==> src/rtl/rd_sync_nbit_filt.sv <==
// rd_sync_nbit_filt: WIDTH-bit quasi-static bus synchroniser with a stability filter.
// A word is forwarded only after it has been bit-for-bit stable for STABLE_CYCLES
// consecutive comparisons. The block also provides a change strobe, a valid flag and
// a sticky alarm for inputs that never settle.
module rd_sync_nbit_filt #(
    parameter int unsigned      WIDTH          = 32,
    parameter int unsigned      SYNC_STAGES    = 2,
    parameter int unsigned      STABLE_CYCLES  = 1,
    parameter int unsigned      UNSTABLE_LIMIT = 1024,
    parameter logic [WIDTH-1:0] RESET_VALUE    = '0
) (
    input  logic             CLK,
    input  logic             RST,
    input  logic [WIDTH-1:0] ASYNC_IN,
    input  logic             UNSTABLE_CLR,
    output logic [WIDTH-1:0] SYNC_OUT,
    output logic             SYNC_VALID,
    output logic             CHANGED,
    output logic             UNSTABLE
);

    localparam int unsigned      RUN_W   = $clog2(STABLE_CYCLES + 1);
    localparam int unsigned      UNS_W   = $clog2(UNSTABLE_LIMIT + 1);
    localparam logic [RUN_W-1:0] RUN_MAX = RUN_W'(STABLE_CYCLES);
    localparam logic [UNS_W-1:0] UNS_MAX = UNS_W'(UNSTABLE_LIMIT);

    // Stage 0 is the asynchronous capture point; every stage is a synchroniser flop.
    (* ASYNC_REG = "TRUE" *) logic [SYNC_STAGES-1:0][WIDTH-1:0] sync_q;

    logic [WIDTH-1:0] s_val;
    logic [WIDTH-1:0] hold_q;
    logic [WIDTH-1:0] out_q;
    logic [RUN_W-1:0] run_q;
    logic [UNS_W-1:0] uns_q;
    logic             valid_q;
    logic             changed_q;
    logic             unstable_q;

    logic             match_c;
    logic             accept_c;
    logic             settled_c;
    logic             uns_clr_c;
    logic             uns_set_c;
    logic [RUN_W-1:0] run_next_c;
    logic [UNS_W-1:0] uns_next_c;

    assign s_val = sync_q[SYNC_STAGES-1];

    // Per-bit shift chain; bit skew is tolerated because the filter waits for a stable word.
    always_ff @(posedge CLK) begin
        if (RST) begin
            sync_q <= {SYNC_STAGES{RESET_VALUE}};
        end else begin
            sync_q <= {sync_q[SYNC_STAGES-2:0], ASYNC_IN};
        end
    end

    // Stability comparison, run length, acceptance and settle-timeout bookkeeping.
    always_comb begin
        match_c    = 1'b0;
        accept_c   = 1'b0;
        settled_c  = 1'b0;
        uns_clr_c  = 1'b0;
        uns_set_c  = 1'b0;
        run_next_c = '0;
        uns_next_c = '0;

        match_c  = (s_val == hold_q);
        accept_c = match_c && ((32'(run_q) + 32'd1) >= STABLE_CYCLES);

        if (match_c) begin
            run_next_c = (run_q >= RUN_MAX) ? RUN_MAX : run_q + RUN_W'(1);
        end

        // Nothing pending when both the synchronised word and its delayed copy equal the output.
        settled_c = (s_val == out_q) && (hold_q == out_q);
        uns_clr_c = accept_c || settled_c;

        if (!uns_clr_c) begin
            uns_next_c = (uns_q >= UNS_MAX) ? UNS_MAX : uns_q + UNS_W'(1);
        end

        uns_set_c = !uns_clr_c && (uns_next_c == UNS_MAX);
    end

    // Hold register, filter state and registered outputs.
    always_ff @(posedge CLK) begin
        if (RST) begin
            hold_q     <= RESET_VALUE;
            out_q      <= RESET_VALUE;
            run_q      <= '0;
            uns_q      <= '0;
            valid_q    <= 1'b0;
            changed_q  <= 1'b0;
            unstable_q <= 1'b0;
        end else begin
            hold_q <= s_val;
            run_q  <= run_next_c;
            uns_q  <= uns_next_c;

            if (accept_c) begin
                out_q     <= hold_q;
                valid_q   <= 1'b1;
                changed_q <= (hold_q != out_q);
            end else begin
                changed_q <= 1'b0;
            end

            // A fresh timeout wins over a simultaneous clear request.
            if (uns_set_c) begin
                unstable_q <= 1'b1;
            end else if (UNSTABLE_CLR) begin
                unstable_q <= 1'b0;
            end
        end
    end

    assign SYNC_OUT   = out_q;
    assign SYNC_VALID = valid_q;
    assign CHANGED    = changed_q;
    assign UNSTABLE   = unstable_q;

endmodule

==> config.mk <==
export PLATFORM = sky130hd
export DESIGN_NAME = rd_sync_nbit_filt
export DESIGN_NICKNAME = d
export VERILOG_FILES = /design/src/rtl/rd_sync_nbit_filt.sv
export SDC_FILE = /design/constraint.sdc
export NUM_CORES = 1
export LEC_CHECK = 0
export CAP_MARGIN = 20
export CORE_MARGIN = 1
export CORE_UTILIZATION = 30
export DETAILED_ROUTE_END_ITERATION = 6
export GPL_TIMING_DRIVEN = 0
export HOLD_SLACK_MARGIN = 0.08
export PLACE_DENSITY = 0.47
export RECOVER_POWER = 50
export SETUP_SLACK_MARGIN = 0.15
export SLEW_MARGIN = 5
export SYNTH_ARGS = -nofsm -noshare
export SYNTH_HDL_FRONTEND = slang
export SYNTH_SLANG_ARGS = --single-unit
==> constraint.sdc <==
create_clock -name CLK -period 1.4 [get_ports CLK]
set_input_delay 0.35 -clock CLK [delete_from_list [all_inputs] [get_ports CLK]]
set_output_delay 0.35 -clock CLK [all_outputs]
set_load 0.01 [all_outputs]
# Word level (Yosys, flattened, before mapping)
# Index checks and enable logic that the tools add are counted.
[totals]
reg_bits = 143
input_bits = 35
wordCells = 35
out_inout_bits = 35
[classes]
mux = 5
n_eq_ne = 5
addsub = 3
n_lt_le_gt_ge = 3
n_reduce_logical = 8
bitwise_logic = 2
[ops]
columns = ["operator", "count"]
rows = [
  ["$eq 32x32->1", 3],
  ["$ne 32x32->1", 1],
  ["$mux 11", 2],
  ["$add 11x1->11 const B", 1],
  ["$eq 11x11->1 const B", 1],
  ["$ge 11x11->1 const B", 1],
  ["$reduce_or 2->1", 2],
  ["$logic_and 1x1->1", 3],
  ["$mux 1", 3],
  ["$add 1x1->2 const B", 1],
  ["$ge 2x1->1 const B", 1],
  ["$not 1->1", 2],
  ["$reduce_bool 2->1", 1],
  ["$add 1x1->1 const B", 1],
  ["$ge 1x1->1 const B", 1],
  ["$logic_not 1->1", 1],
  ["$logic_or 1x1->1", 1],
]

# Depth between registers and ports, before layout
[logic_depth]
ltp_word = 8
mapped_depth = 6
depth_no_buf = 6

# Worst setup path before layout
# Ideal clock, no wire load.
[synth_timing]
path_type = "register to register"
start = "reg hold_q[15]"
end = "reg out_q[0] (netlist: SYNC_OUT[0])"
path_buffers = 1
required_ps = 1328
stages_incl_launch_ff = 7
synth_period_minus_slack_ps = 1596
path_slack_ps = -196
t_arrival_ps = 1524
setup_time_ps = 72
cell_sequence = "dfxtp_1 xor2_1 nor4_1 nand4_1 nor2_4 buf_6 mux2i_1"
[synth_between]
elab_chain_cells = 2
[synth_lines]
columns = ["item", "line", "source"]
rows = [
  ["start: declaration", "31", "logic [WIDTH-1:0] hold_q;"],
  ["start signal: assignment", "97", "hold_q <= s_val;"],
  ["$eq 32x32->1", "68", "match_c = (s_val == hold_q);"],
  ["$logic_and 1x1->1", "69", "accept_c = match_c && ((32'(run_q) + 32'd1) >= STABLE_CYCLES);"],
  ["end signal: assignment", "102", "out_q <= hold_q;"],
  ["end: declaration", "32", "logic [WIDTH-1:0] out_q;"],
]
# Every way passes these cells.
# A chain may end at the register's enable or synchronous reset.

# Worst setup path after layout
[layout_timing]
start = "reg hold_q[17]"
end = "reg out_q[13] (netlist: SYNC_OUT[13])"
# The elaborated chain is that of the path after synthesis.

==> out/qor.txt <==
Mapped Nets - 524
Type of the worst setup path - flop to flop
Clock sink total - 142
Post-Syn Area - 5278 um^2
Vias in the first global route - 3508
# rows - 48
Final Max Slew Viols - 0
WL final - 12270 um
Crit Path Max Fanout - 5
Critical Path Sink Type - flop
DRC violations left - 0
IO Port Bufs - 68
Worst Reg-to-Reg Cells - 7
Fillers - 1657
Hold depth - 1
Final instance area - 7383 um^2
Wire per inst - 14.79 um
Cells along the critical path - xor2_2, nor4_4, nand4_1, nor2_4, buf_6, buf_12, mux2i_2
# setup viols final - 46
CP required - 1720 ps
Metal3 WL - 353 um
Period minus WS final - 1817 ps
Unique masters post-synth - 25
Via Count - 3482
Max incr delay on CP - 340 ps
Clock Tree Root - clkbuf_16
Leading cell type in the layout, fill and taps excluded - nor2b_1
Startpoint types - flop
Metal-1 WL - 5782 um
Slowest-stage cell, CP - dfxtp_2
CP arrival - 2140 ps
Hpwl dp - 8979 um
Setup crit start - hold_q[17]
Worst min-delay path class - flop to flop
Dpl cell area - 6261 um^2
Synthesis-stage register bit count - 142
Final setup margin - -416.9 ps
Worst VDD drop - 0.8320 mV
Post-synth top area share - 53.86%
Area leader, netlist - dfxtp_1
Clock buffer count from CTS - 17
DRT Pass-1 Iters - 4
First-pass GRT wire length - 19110 um
Die height - 134.6 um
RSZ-0062 raised after global routing - true
Period utilization - 129.8%
Initial Util - 30.62%
Reg2reg end - SYNC_OUT[13]
Die ar. - 18130 um^2
CTS tree - yes
Area of the core - 17240 um^2
H-tree depth - 4
Status - finished with violations
Area grow syn2layout - 39.90%
Largest net degree at the start of global routing - 17
Nets - 630
Setup crit end - SYNC_OUT[13]
Yosys warns - 0
Routability cong. - 0.7423
Achievable Freq - 0.5504 GHz
Clk Latency, worst-skew pair - 410 ps
Via-per-instance ratio - 4.195
Most frequent cells in the layout - nor2b_1 (96), dfxtp_1 (91), nand2b_1 (61), xnor2_1 (38), buf_6 (36)
Initial DRC count - 99
Critical R2R Launch - hold_q[17]
Layout cells sized above 1 - 26.94%
Worst-Margin Slew - 620.7 ps
Leakage Power - 2.793 nW
Total congestion overflow - 0
Post-route antenna net violation count - 0
Synth top area cells - dfxtp_1 (54%), nor2b_1 (11%), nand2b_1 (7.2%)
Non-filler cells, final - 830
# Max-Cap Violations - 0
Post-Synthesis Cells - 487
Final hold violations - 0
Violated checks - negative setup slack
# diodes - 0
IO Pins - 70
Post-synthesis sequential area ratio - 53.86%
R2R setup slack - -420 ps
Clock slew at reported path FFs - 60 ps
Post-synthesis area per instance - 10.84 um^2
Top Metal Used - met4
DP Cell Count - 780
Gr usage total - 14.47%
Skew final - 8.127 ps
CTS Buffer Depth - 2
Die Wd - 134.6 um
Max-slew headroom - 58.62%
Met2 wire len - 6026 um
P per Cell Area - 1293 nW/um^2
Initial antenna violation count - 0
## metrics by stage
step / power, mW / setup TNS, ps / setup slack (ps) / utilization, % / hold WS, ps
finish: 9.549 / -16480 / -416.9 / 42.84 / 433.8
global route: 9.910 / -20390 / -503.0 / 42.84 / 448.6
CTS: 9.645 / -18510 / -444.6 / 41.49 / 435.2
detailed placement: 4.797 / -38680 / -789.2 / 36.32 / 421.2
global placement: 4.792 / -37170 / -760.3 / 36.32 / 419.2
floorplan: 4.579 / -6374 / -171.5 / - / 413.8
## synthesized netlist by cell type (all sizes together)
cell	count
o31ai	1
dfxtp	142
nor2	7
or3b	1
nand3	3
a41oi	1
nand4	12
ha	2
nand2b	61
a2111oi	1
clkbuf	20
inv	4
and3	1
or2b	3
o21ba	1
mux2i	32
buf	4
nor2b	96
xor2	34
xnor2	38
nor3	1
nor4	20
nand2	2
## flip-flops by register name, indices dropped and copies added, names as in the netlist
register and cells:
CHANGED 1, SYNC_OUT 32, SYNC_VALID 1, UNSTABLE 1
hold_q 32, s_val 32, sync_q 32, uns_q 11
## power breakdown
part	total [mW]	switching, mW	internal, mW
combinational	0.518	0.235	0.284
clock	4.83	1.67	3.16
sequential	4.20	0.0746	4.13
total	9.55	1.98	7.57
## area by class of cell
class,instances,area [um^2],share of cell area [%]
inverters,4,15.01,0.2034
flip-flops and latches,142,2957,40.04
clock buffers,21,480.5,6.507
repair buffers,87,888.4,12.03
plain buffers,24,155.1,2.101
multi-input cells,317,2446,33.13
well taps,225,281.5,3.813
clock inverters,10,160.2,2.169
## worst min path at each step
stage,start,endpoint
floorplan,sync_q[0],s_val[0]
global placement,sync_q[17],s_val[17]
detailed placement,sync_q[17],s_val[17]
CTS,sync_q[17],s_val[17]
global route,sync_q[17],s_val[17]
finish,sync_q[16],s_val[16]
## routing by layer
metal,vias up,global-route usage [%]
met5,-,0
li1,1779,-
met1,1646,18.18
met4,0,4.744
met3,7,3.866
met2,50,23.97
## critical path, delay by kind of cell (launching register included)
family,cells,cell delay (ps)
simple gates,3,710
flops,1,340
buf+inv,2,290
mux,1,210
xor+xnor,1,190
## what timing repair did
item,4_1_cts,5_1_grt
setup endpoints to repair,81,78
buffers inserted,10,8
pin swaps,5,9
hold buffers,0,0
gates resized for setup,225,44
gates cloned,1,0
## cells by family after synthesis
group                    count (synthesis)  synth area share [%]
flip-flops                             142                 53.86
AO/OA/AOI/OAI                            4                0.6639
XOR/XNOR                                72                 11.95
AND/OR/NAND/NOR                        207                 24.28
adder cells (fa/ha/maj)                  2                0.4741
buffers and inverters                   28                 2.703
multiplexers                            32                 6.069
Note: power is estimated with default switching activity, not from simulation.
